$ cat src/rtl/nibble_add_pkg.sv
// rtl/nibble_add_pkg.sv - shared state encoding, slice width and nibble count helper
package nibble_add_pkg;

  typedef enum logic [1:0] {
    IDLE = 2'd0,
    RUN  = 2'd1,
    DONE = 2'd2
  } state_e;

  localparam int SLICE_W = 4;

  function automatic int nib_count(input int width);
    return width / SLICE_W;
  endfunction

endpackage

$ cat src/rtl/nibble_add_scheduler_add4_slice.sv
// rtl/nibble_add_scheduler_add4_slice.sv - combinational 4-bit adder slice shared by both requesters
module add4_slice
  import nibble_add_pkg::*;
(
  input  logic [SLICE_W-1:0] a_i,
  input  logic [SLICE_W-1:0] b_i,
  input  logic               cin_i,
  output logic [SLICE_W-1:0] sum_o,
  output logic               cout_o
);

  assign {cout_o, sum_o} = {1'b0, a_i} + {1'b0, b_i} + {{SLICE_W{1'b0}}, cin_i};

endmodule

$ cat src/rtl/nibble_add_scheduler.sv
// rtl/nibble_add_scheduler.sv - round-robin arbiter feeding one nibble-serial adder slice
module nibble_add_scheduler
  import nibble_add_pkg::*;
#(
  parameter int WIDTH = 16
) (
  input  logic             clk,
  input  logic             rst_n,
  input  logic             req0_valid,
  output logic             req0_ready,
  input  logic [WIDTH-1:0] req0_a,
  input  logic [WIDTH-1:0] req0_b,
  input  logic             req0_cin,
  input  logic             req1_valid,
  output logic             req1_ready,
  input  logic [WIDTH-1:0] req1_a,
  input  logic [WIDTH-1:0] req1_b,
  input  logic             req1_cin,
  output logic             rsp_valid,
  input  logic             rsp_ready,
  output logic [WIDTH-1:0] rsp_sum,
  output logic             rsp_carry,
  output logic             rsp_id,
  output logic             busy
);

  localparam int NIB   = nib_count(WIDTH);
  localparam int IDX_W = (NIB > 1) ? $clog2(NIB) : 1;

  if ((WIDTH % SLICE_W) != 0 || WIDTH < SLICE_W) begin : g_bad_width
    $error("nibble_add_scheduler: WIDTH must be a positive multiple of 4");
  end

  state_e             state_q, state_d;
  logic [IDX_W-1:0]   idx_q, idx_d;
  logic [WIDTH-1:0]   a_q, a_d, b_q, b_d, sum_q, sum_d;
  logic               carry_q, carry_d, id_q, id_d, last_q, last_d;
  logic               grant;
  logic [SLICE_W-1:0] nib_a, nib_b, nib_sum;
  logic               nib_cout;

  // On a tie the requester that did not win last time goes next.
  always_comb begin
    grant = 1'b0;
    if (req0_valid && req1_valid) grant = ~last_q;
    else if (req1_valid)          grant = 1'b1;
  end

  assign req0_ready = rst_n && (state_q == IDLE) && req0_valid && !grant;
  assign req1_ready = rst_n && (state_q == IDLE) && req1_valid &&  grant;

  always_comb begin
    nib_a = '0;
    nib_b = '0;
    for (int i = 0; i < NIB; i++) begin
      if (idx_q == IDX_W'(i)) begin
        nib_a = a_q[i*SLICE_W +: SLICE_W];
        nib_b = b_q[i*SLICE_W +: SLICE_W];
      end
    end
  end

  add4_slice u_slice (
    .a_i    (nib_a),
    .b_i    (nib_b),
    .cin_i  (carry_q),
    .sum_o  (nib_sum),
    .cout_o (nib_cout)
  );

  always_comb begin
    state_d = state_q;
    idx_d   = idx_q;
    a_d     = a_q;
    b_d     = b_q;
    sum_d   = sum_q;
    carry_d = carry_q;
    id_d    = id_q;
    last_d  = last_q;
    case (state_q)
      IDLE: begin
        if (req0_ready || req1_ready) begin
          a_d     = grant ? req1_a   : req0_a;
          b_d     = grant ? req1_b   : req0_b;
          carry_d = grant ? req1_cin : req0_cin;
          idx_d   = '0;
          id_d    = grant;
          last_d  = grant;
          state_d = RUN;
        end
      end
      RUN: begin
        for (int i = 0; i < NIB; i++) begin
          if (idx_q == IDX_W'(i)) sum_d[i*SLICE_W +: SLICE_W] = nib_sum;
        end
        carry_d = nib_cout;
        if (idx_q == IDX_W'(NIB - 1)) begin
          idx_d   = '0;
          state_d = DONE;
        end else begin
          idx_d = idx_q + IDX_W'(1);
        end
      end
      DONE: begin
        if (rsp_ready) state_d = IDLE;
      end
      default: state_d = IDLE;
    endcase
  end

  always_ff @(posedge clk or negedge rst_n) begin
    if (!rst_n) begin
      state_q <= IDLE;
      idx_q   <= '0;
      a_q     <= '0;
      b_q     <= '0;
      sum_q   <= '0;
      carry_q <= 1'b0;
      id_q    <= 1'b0;
      last_q  <= 1'b1;
    end else begin
      state_q <= state_d;
      idx_q   <= idx_d;
      a_q     <= a_d;
      b_q     <= b_d;
      sum_q   <= sum_d;
      carry_q <= carry_d;
      id_q    <= id_d;
      last_q  <= last_d;
    end
  end

  assign rsp_valid = (state_q == DONE);
  assign busy      = (state_q != IDLE);
  assign rsp_sum   = sum_q;
  assign rsp_carry = carry_q;
  assign rsp_id    = id_q;

endmodule
$ cat config.mk
export PLATFORM = sky130hd
export DESIGN_NAME = nibble_add_scheduler
export DESIGN_NICKNAME = d
export VERILOG_FILES = /design/src/rtl/nibble_add_pkg.sv /design/src/rtl/nibble_add_scheduler_add4_slice.sv /design/src/rtl/nibble_add_scheduler.sv
export SDC_FILE = /design/constraint.sdc
export NUM_CORES = 1
export LEC_CHECK = 0
export CORE_MARGIN = 10
export CORE_UTILIZATION = 44
export CTS_BUF_LIST = sky130_fd_sc_hd__clkbuf_4
export DETAILED_ROUTE_END_ITERATION = 10
export PLACE_DENSITY = 0.79
export SETUP_SLACK_MARGIN = 0.1
export SLEW_MARGIN = 20
export SYNTH_ARGS = -nofsm -noshare
export SYNTH_HDL_FRONTEND = slang
export SYNTH_SLANG_ARGS = --single-unit
$ cat constraint.sdc
create_clock -name clk -period 3 [get_ports clk]
set_clock_uncertainty 0.15 [all_clocks]
set_input_delay 0.6 -clock clk [delete_from_list [all_inputs] [get_ports clk]]
set_output_delay 0.6 -clock clk [all_outputs]
set_load 0.05 [all_outputs]
==> out/summary.txt, run 1 <==
outcome = finished clean
Worst path max stage delay = 0.46 ns
main flop type after synthesis = dfrtp_1
startpoint types = flip-flop
count of cell types in the netlist = 42
cell chain of the critical path = inv_1, ha_1, nor2b_2, a221oi_1, o31ai_1, fa_1, fa_2, nand3_1, a21oi_1, a221o_1
synth top area cells = dfrtp_1 (44%), mux2_2 (17%), mux2_4 (9.8%)
initial antenna violation count = 0
Hold WC Path Type = primary input to asynchronous set/reset pin
Peak Freq = 350 MHz
Yosys top cell by area = dfrtp_1
top-area cell type share of the netlist area = 44.2%
RR Endpoint = rsp_carry
ant diodes = 0
pwr dens = 1100 nW/um^2
Int Power = 2.66 mW
CTS tree = yes
largest net degree at the start of global routing = 56
area of the mapped netlist = 3060 sq um
nets@finish = 415
Initial Util = 45.0%
Seq cells post-synth = 55
Syn-to-layout area delta = 37.1%
Total Wirelength = 7360 um
H-tree Lvls = 2
CP Data Arrival Time = 2.98 ns
drt first pass iters = 4
Ys Warns = 0
Clock Power Share = 8.5%
share of power burned in combinational logic = 61.0%
Critical-path top delay cell = fa_1
Net Sw Power = 1.97 mW
GP Congestion = 0.780
Post-DP HPWL = 5860 um
crit-path max FO = 3
Crit. End Element = flip-flop
EDFF count, synth = 0
Slew Viols, Final = 0
Worst EP required = 3.12 ns
core area = 6790 sq um
Worst VDD drop = 0.462 mV
reg2reg setup slack = 0.14 ns
share of post-route cells with drive strength above 1 = 29.6%
clk_lat worst skew = 0.36 ns
DRC = 0
final critical-path required period = 2.86 ns
die footprint = 10700 sq um
total leakage power = 1.76 nW
worst r2r path cells = 10
Setup Crit Path Kind = flip-flop to flip-flop
via count = 2235
CTS sink count = 55
die height = 103 um
worst-margin pin slew = 0.670 ns
Sequential Power Share = 30.5%
final instance area = 4190 sq um
Max clock buf depth = 2
Post-synth top cells = dfrtp_1 (54), mux2_2 (46), mux2_4 (20), nand2_1 (19), o31ai_1 (11)
Seq/Total Area, Yosys = 45.0%
area of placed instances = 4070 sq um
Setup Viol. Count Final = 0
Tcrit/Tclk final = 95.3%
first-pass GRT wire length = 11600 um
fraction of registers with async set or reset after synthesis = 100%
Inserted Clock Buffers = 5
FP Rows = 30
max cap viols = 0
post-synthesis net count = 319
Final Hold Vio Count = 0
Routed WL per cell = 17.1 um
total track usage = 13.7%
most common cell in the netlist = dfrtp_1
Chip Width = 103 um
Port Buf Inserts = 92
unrepaired setup endpoints after global routing = no
Initial DRC Count = 91
vias per std cell = 5.19
IO Pins = 93
syn avg cell area = 12.8 sq um
Worst-path clk slew = 0.14 ns
vias in the first global route = 2389
Cells after Synth = 239
worst r2r src = idx_q[0]
setup_tns = 0 ns
Rel. slew slack = 55.3%
root buffer selected by CTS = clkbuf_4
Antenna Nets Post-Route = 0
Overflow after GRT = 0
Net Sw Frac = 42.5%
==> power by group through the flow <==
stage | clock, mW | combinational, mW | sequential [mW]
2_1_floorplan | 0 | 1.61 | 1.71
3_3_place_gp | 0 | 2.62 | 1.41
3_5_place_dp | 0 | 2.70 | 1.42
4_1_cts | 0.400 | 2.74 | 1.41
5_1_grt | 0.431 | 3.04 | 1.45
6_report | 0.392 | 2.82 | 1.41
==> critical path: cells and delay by family, from the launching register on <==
family	cells	cell delay, ns
AO/OA/AOI/OAI	4	0.77
adder cells (fa/ha/maj)	3	1.08
buffers and inverters	1	0.08
flip-flops	1	0.40
AND/OR/NAND/NOR	2	0.28
==> final cells by class <==
type                            instances  area, sq um
Fill cell                             535         2600
Multi-Input combinational cell        166         1590
Tap cell                               96          120
Sequential cell                        55         1380
Timing Repair Buffer                  102         1010
Clock inverter                          1         30.0
Clock buffer                            6         45.0
Inverter                                5         18.8
==> cell usage in the layout (no fill, tap or decap), types with 2 or more instances in the layout <==
master           Yosys  routed
buf_12               2       2
clkbuf_4             0       6
o21ai_0              7       7
o31ai_1             11      10
nand2_1             19      19
a21o_1               2       2
mux2_2              46      46
a221oi_1             7       6
mux2i_1              2       2
ha_2                 0       2
mux2_1               5       5
inv_1                5       5
ha_1                 7       5
a21oi_1              5       5
nand3b_1             4       4
mux2_4              20      20
buf_4                1      10
nor2b_1              8       7
clkdlybuf4s50_1      0      89
nand2b_1             2       2
dfrtp_1             54      54
==> registers in the layout (all words and copies together), names as in the netlist <==
name and flops:
state_q 2, idx_q 2, rsp_id 1, b_q 16, rsp_carry 1, rsp_sum 16, a_q 16, last_q 1
==> per-layer routing <==
layer  up-vias  global-route usage (%)  share of wire [%]
met5         -                       0                  0
met4         0                    5.67                2.5
met3        18                    3.79                5.9
met2        71                    23.1                 49
met1      1089                    16.1                 42
li1       1057                       -                  -
==> how the worst max path moves through the flow <==
stage | cells after the start | end | slack, ns | from
global route | 10 | rsp_sum[7] | 0.10 | idx_q[0]
finish | 10 | rsp_carry | 0.14 | idx_q[0]
floorplan | 11 | rsp_carry | 0.23 | idx_q[0]
CTS | 9 | rsp_sum[6] | 0.09 | idx_q[1]
detailed placement | 10 | rsp_sum[11] | 0.02 | idx_q[1]
global placement | 8 | rsp_sum[14] | 0.22 | idx_q[0]
==> metrics by stage <==
stage / util (%) / setup WS, ns / std cells / total power, mW / hold WS (ns)
4_1_cts: 61.2 / 0.0881 / 430 / 4.54 / 0.233
2_1_floorplan: - / 0.227 / 239 / 3.33 / 0.154
6_report: 61.7 / 0.142 / 431 / 4.62 / 0.207
3_5_place_dp: 59.9 / 0.0212 / 422 / 4.12 / 0.319
5_1_grt: 61.7 / 0.103 / 431 / 4.92 / 0.237
3_3_place_gp: 59.9 / 0.224 / 422 / 4.03 / 0.313
==> cells by family after synthesis <==
group / count (synthesis) / share of synthesized area [%]
multiplexers: 73 / 29.2
flip-flops: 55 / 45.0
AND/OR/NAND/NOR: 43 / 7.65
AO/OA/AOI/OAI: 40 / 9.28
buffers and inverters: 18 / 4.34
adder cells (fa/ha/maj): 9 / 4.17
XOR/XNOR: 1 / 0.286
==> what timing repair did <==
item / in CTS / in global routing
buffers inserted: 1 / 1
hold buffers: 0 / 0
gates resized for setup: 1 / 7
pin swaps: 0 / 3
endpoints found under the setup margin: 9 / 13
Note: power is estimated with default switching activity, not from simulation.
==> run 2: changes to the inputs <==
--- a/config.mk
+++ b/config.mk
@@ -9,6 +9,7 @@
 export CORE_UTILIZATION = 44
 export CTS_BUF_LIST = sky130_fd_sc_hd__clkbuf_4
 export DETAILED_ROUTE_END_ITERATION = 10
+export GPL_TIMING_DRIVEN = 0
 export PLACE_DENSITY = 0.79
 export SETUP_SLACK_MARGIN = 0.1
 export SLEW_MARGIN = 20
==> out/summary.txt, run 2 (same netlist as run 1, synthesis figures left out) <==
Final Hold Vio Count = 4 (+4)
Worst path most repeated cell = fa_2
die footprint = 10700 sq um (unchanged)
first-pass GRT wire length = 11300 um (-3.0%)
max cap viols = 0 (unchanged)
Place WS = -0.781 ns (-0.802 ns)
Hold-fix buffers, CTS = 0 (unchanged)
cell chain of the critical path = inv_2, ha_4, nor2b_4, buf_6, a221oi_4, o31ai_4, fa_2, fa_2, nand3_2, a21oi_2, a221o_1
CTS tree = yes
worst r2r src = idx_q[1]
vias in the first global route = 2317 (-3.0%)
number of fill cells = 515 (-3.7%)
Slew Viols, Final = 0 (unchanged)
Setup Viol. Count Final = 0 (unchanged)
IO Pins = 93 (unchanged)
Overflow after GRT = 0 (unchanged)
final hold slack = -0.00590 ns (-0.213 ns)
pwr dens = 1120 nW/um^2 (+1.3%)
total leakage power = 1.86 nW (+5.5%)
Syn-to-layout area delta = 44.7%
startpoint types = flip-flop
Setup Crit Path Kind = flip-flop to flip-flop
CTS sink count = 55 (unchanged)
vias per std cell = 5.03 (-3.1%)
crit-path max FO = 6 (+3)
Port Buf Inserts = 92 (unchanged)
Antenna Nets Post-Route = 0 (unchanged)
Total Wirelength = 7600 um (+3.2%)
Tcrit/Tclk final = 96.5% (+1.3 points)
largest net degree at the start of global routing = 57 (+1.8%)
RR Endpoint = rsp_carry
Worst VDD drop = 0.390 mV (-15%)
via count = 2237 (+0.089%)
total track usage = 13.4% (-0.30 points)
Rel. slew slack = 65.7% (+10 points)
Initial DRC Count = 71 (-22%)
share of post-route cells with drive strength above 1 = 36.1% (+6.6 points)
final critical-path required period = 2.90 ns (+0.0382 ns)
GP Congestion = 0.811 (+3.9%)
final non-filler cell total = 445 (+3.2%)
Post-Place Cells = 427 (+1.2%)
Chip Width = 103 um (unchanged)
setup ws final = 0.104 ns (-0.0382 ns)
reg2reg setup slack = 0.10 ns (-0.04 ns)
Initial Util = 45.0% (unchanged)
core area = 6790 sq um (unchanged)
worst-margin pin slew = 0.512 ns (-0.158 ns)
violated checks = negative hold slack
unrepaired setup endpoints after global routing = yes
Peak Freq = 345 MHz (-1.3%)
Critical-path top delay cell = dfrtp_1
die height = 103 um (unchanged)
Worst-path clk slew = 0.15 ns (about the same)
FP Rows = 30 (unchanged)
Crit. End Element = flip-flop
worst r2r path cells = 11 (+1)
Max clock buf depth = 2 (unchanged)
DRC = 0 (unchanged)
clk_lat worst skew = 0.38 ns (+0.02 ns)
Routed WL per cell = 17.1 um (about the same)
power consumption = 4.94 mW (+6.9%)
Inserted Clock Buffers = 5 (unchanged)
Worst path max stage delay = 0.44 ns (-0.02 ns)
drt first pass iters = 4 (unchanged)
outcome = finished, violations left
initial antenna violation count = 0 (unchanged)
CP Data Arrival Time = 3.03 ns (+0.05 ns)
commonest non-fill, non-tap cell in the layout = clkdlybuf4s50_1
Hold WC Path Type = primary input to asynchronous set/reset pin
most frequent cells in the layout = clkdlybuf4s50_1 (89), dfrtp_1 (54), mux2_2 (46)
H-tree Lvls = 2 (unchanged)
Worst EP required = 3.13 ns (about the same)
ant diodes = 0 (unchanged)
nets@finish = 430 (+3.6%)
root buffer selected by CTS = clkbuf_4
Post-DP HPWL = 5740 um (-2.0%)
run 2: how the worst max path moves through the flow:
| stage | slack (ns) | start | endpoint |
|---|---|---|---|
| 2_1_floorplan | 0.23 | idx_q[0] | rsp_carry |
| 3_3_place_gp | -2.07 | rst_n | req0_ready |
| 3_5_place_dp | -0.78 | req1_valid | req1_ready |
| 4_1_cts | 0.10 | rst_n | req0_ready |
| 5_1_grt | 0.02 | idx_q[1] | rsp_carry |
| 6_report | 0.10 | idx_q[1] | rsp_carry |
run 2: where the power goes:
| part | internal (mW) | switching, mW |
|---|---|---|
| clock | 0.0930 | 0.215 |
| sequential | 1.13 | 0.246 |
| combinational | 1.60 | 1.67 |
| total | 2.82 | 2.13 |
run 2: final cells by class:
class	count	area, sq um	share of cell area [%]
Buffer	13	144	3.25
Clock buffer	6	45.0	1.02
Inverter	5	18.8	0.424
Multi-Input combinational cell	166	1710	38.7
Sequential cell	55	1380	31.1
Tap cell	96	120	2.71
Timing Repair Buffer	104	1010	22.8
run 2: per-stage QoR:
step | utilization [%] | area [sq um] | TNS, ns
2_1_floorplan | - | 3060 | 0
3_3_place_gp | 60.3 | 4100 | -78.57
3_5_place_dp | 60.3 | 4100 | -3.28
4_1_cts | 62.1 | 4220 | 0
5_1_grt | 65.2 | 4430 | 0
6_report | 65.2 | 4430 | 0
run 2: layer usage:
layer  part of all wire [%]  vias to the layer above  GRT usage, %
met5                      0                        -             0
met1                     43                     1067          16.9
met2                     49                       74          21.8
li1                       -                     1083             -
met3                    6.6                       13          3.99
met4                    1.8                        0          3.64
run 2: timing repair:
item / CTS / global route
setup buffers: 3 / 9
resized for setup: 19 / 40
endpoints found under the setup margin: 15 / 15
pin swaps: 1 / 9
run 2: critical path, delay by kind of cell, from the launching register on:
kind,cells,cell delay [ns]
flops,1,0.44
fa+ha+maj,3,1.05
compound gates,4,0.75
simple gates,2,0.20
buf+inv,2,0.22
==> run 3: changes to the inputs <==
--- a/config.mk
+++ b/config.mk
@@ -10,8 +10,9 @@
 export CTS_BUF_LIST = sky130_fd_sc_hd__clkbuf_4
 export DETAILED_ROUTE_END_ITERATION = 10
 export GPL_TIMING_DRIVEN = 0
-export PLACE_DENSITY = 0.79
+export PLACE_DENSITY = 0.88
 export SETUP_SLACK_MARGIN = 0.1
+export SKIP_CTS_REPAIR_TIMING = 1
 export SLEW_MARGIN = 20
 export SYNTH_ARGS = -nofsm -noshare
 export SYNTH_HDL_FRONTEND = slang
==> out/summary.txt, run 3 (same netlist as run 1, synthesis figures left out) <==
Antenna Nets Post-Route = 0 (unchanged)
Inserted Clock Buffers = 5 (unchanged)
Worst VDD drop = 0.431 mV (+10%)
clk_lat worst skew = 0.39 ns (about the same)
Initial DRC Count = 134 (+89%)
Total Wirelength = 8120 um (+6.9%)
drt first pass iters = 4 (unchanged)
DRC = 0 (unchanged)
CTS sink count = 55 (unchanged)
share of post-route cells with drive strength above 1 = 38.1% (+2.0 points)
GP Congestion = 0.821 (+1.3%)
RR Endpoint = rsp_carry
crit-path max FO = 7 (+1)
utilization after layout = 66.0% (+0.81 points)
die footprint = 10700 sq um (unchanged)
reg2reg setup slack = 0.05 ns (-0.06 ns)
Worst EP required = 3.13 ns (about the same)
nets@finish = 431 (+0.23%)
Post-DP HPWL = 5910 um (+2.8%)
outcome = finished, violations left
die height = 103 um (unchanged)
Setup crit end = rsp_carry
register area = 1380 sq um (about the same)
final hold slack = -0.0194 ns (-0.0135 ns)
Syn-to-layout area delta = 46.5%
Port Buf Inserts = 92 (unchanged)
Chip Width = 103 um (unchanged)
worst setup path start = idx_q[1]
violated checks = negative hold slack
IO Pins = 93 (unchanged)
Multi-input gate area = 1750 sq um (+2.0%)
setup_tns = 0 ns (unchanged)
Overflow after GRT = 0 (unchanged)
H-tree Lvls = 2 (unchanged)
total track usage = 14.0% (+0.63 points)
Max clock buf depth = 2 (unchanged)
commonest non-fill, non-tap cell in the layout = clkdlybuf4s50_1
Rel. slew slack = 65.7% (about the same)
Crit. End Element = flip-flop
Final Hold Vio Count = 9 (+5)
Place WS = -0.701 ns (+0.0792 ns)
Setup Crit Path Kind = flip-flop to flip-flop
worst r2r src = idx_q[1]
vias per std cell = 5.13 (+2.1%)
Peak Freq = 338 MHz (-2.0%)
core area = 6790 sq um (unchanged)
CTS tree = yes
FP Rows = 30 (unchanged)
total leakage power = 1.88 nW (+1.1%)
startpoint types = flip-flop
Setup Viol. Count Final = 0 (unchanged)
via count = 2300 (+2.8%)
final non-filler cell total = 448 (+0.67%)
CP Data Arrival Time = 3.08 ns (+0.05 ns)
largest net degree at the start of global routing = 57 (unchanged)
first-pass GRT wire length = 11700 um (+4.2%)
Tcrit/Tclk final = 98.5% (+1.9 points)
max cap viols = 0 (unchanged)
Hold WC Path Type = primary input to asynchronous set/reset pin
setup ws final = 0.0453 ns (-0.0583 ns)
final critical-path required period = 2.95 ns (+0.0583 ns)
pwr dens = 1140 nW/um^2 (+2.2%)
Post-Place Cells = 427 (unchanged)
worst r2r path cells = 11 (unchanged)
initial antenna violation count = 0 (unchanged)
power consumption = 5.12 mW (+3.5%)
Worst-path clk slew = 0.18 ns (+0.03 ns)
worst-margin pin slew = 0.513 ns (+0.000933 ns)
root buffer selected by CTS = clkbuf_4
Routed WL per cell = 18.1 um (+6.2%)
Initial Util = 45.0% (unchanged)
unrepaired setup endpoints after global routing = yes
number of fill cells = 472 (-8.3%)
most frequent cells in the layout = clkdlybuf4s50_1 (89), dfrtp_1 (53), mux2_2 (46)
ant diodes = 0 (unchanged)
Slew Viols, Final = 0 (unchanged)
vias in the first global route = 2415 (+4.2%)
-- run 3: through the flow --
step	hold slack (ns)	cell area [sq um]
detailed placement	0.326	4100
global placement	0.310	4100
global route	-0.00390	4480
CTS	0.0935	4160
floorplan	0.154	3060
finish	-0.0194	4480
-- run 3: worst min-delay path by stage --
stage	startpoint	to	slack (ns)	cells past startpoint
detailed placement	rsp_sum[2]	rsp_sum[2]	0.33	2
CTS	rst_n	b_q[5]	0.09	1
finish	rst_n	idx_q[0]	-0.02	1
global placement	rsp_sum[2]	rsp_sum[2]	0.31	2
global route	rst_n	idx_q[0]	-0.004	1
floorplan	rst_n	a_q[0]	0.15	0
-- run 3: layer usage --
layer / vias to the layer above / global-route usage [%] / wire, um / share of wire (%)
met5: - / 0 / 0 / 0
met4: 0 / 4.28 / 130 / 1.6
met3: 14 / 3.59 / 441 / 5.4
met2: 69 / 24.8 / 4260 / 52
met1: 1120 / 16.3 / 3290 / 40
li1: 1097 / - / - / -
-- run 3: cell type report --
cell class / count / share of cell area (%)
Inverter: 5 / 0.419
Tap cell: 96 / 2.68
Timing Repair Buffer: 105 / 22.6
Clock buffer: 5 / 0.837
Clock inverter: 3 / 0.614
Buffer: 13 / 3.13
Sequential cell: 55 / 30.8
Multi-Input combinational cell: 166 / 39.0
-- run 3: report_power, final --
group	total (mW)	internal [mW]	switching, mW
clock	0.355	0.101	0.254
combinational	3.36	1.61	1.74
sequential	1.40	1.13	0.278
-- run 3: critical path: stages (launching register included) --
cell and delay [ns]:
dfrtp_1 0.45, inv_2 0.10, ha_4 0.18, nor2b_4 0.12, buf_6 0.14, a221oi_4 0.33, o31ai_4 0.10, fa_2 0.43
fa_2 0.44, nand3_2 0.08, a21oi_2 0.06, a221o_1 0.27
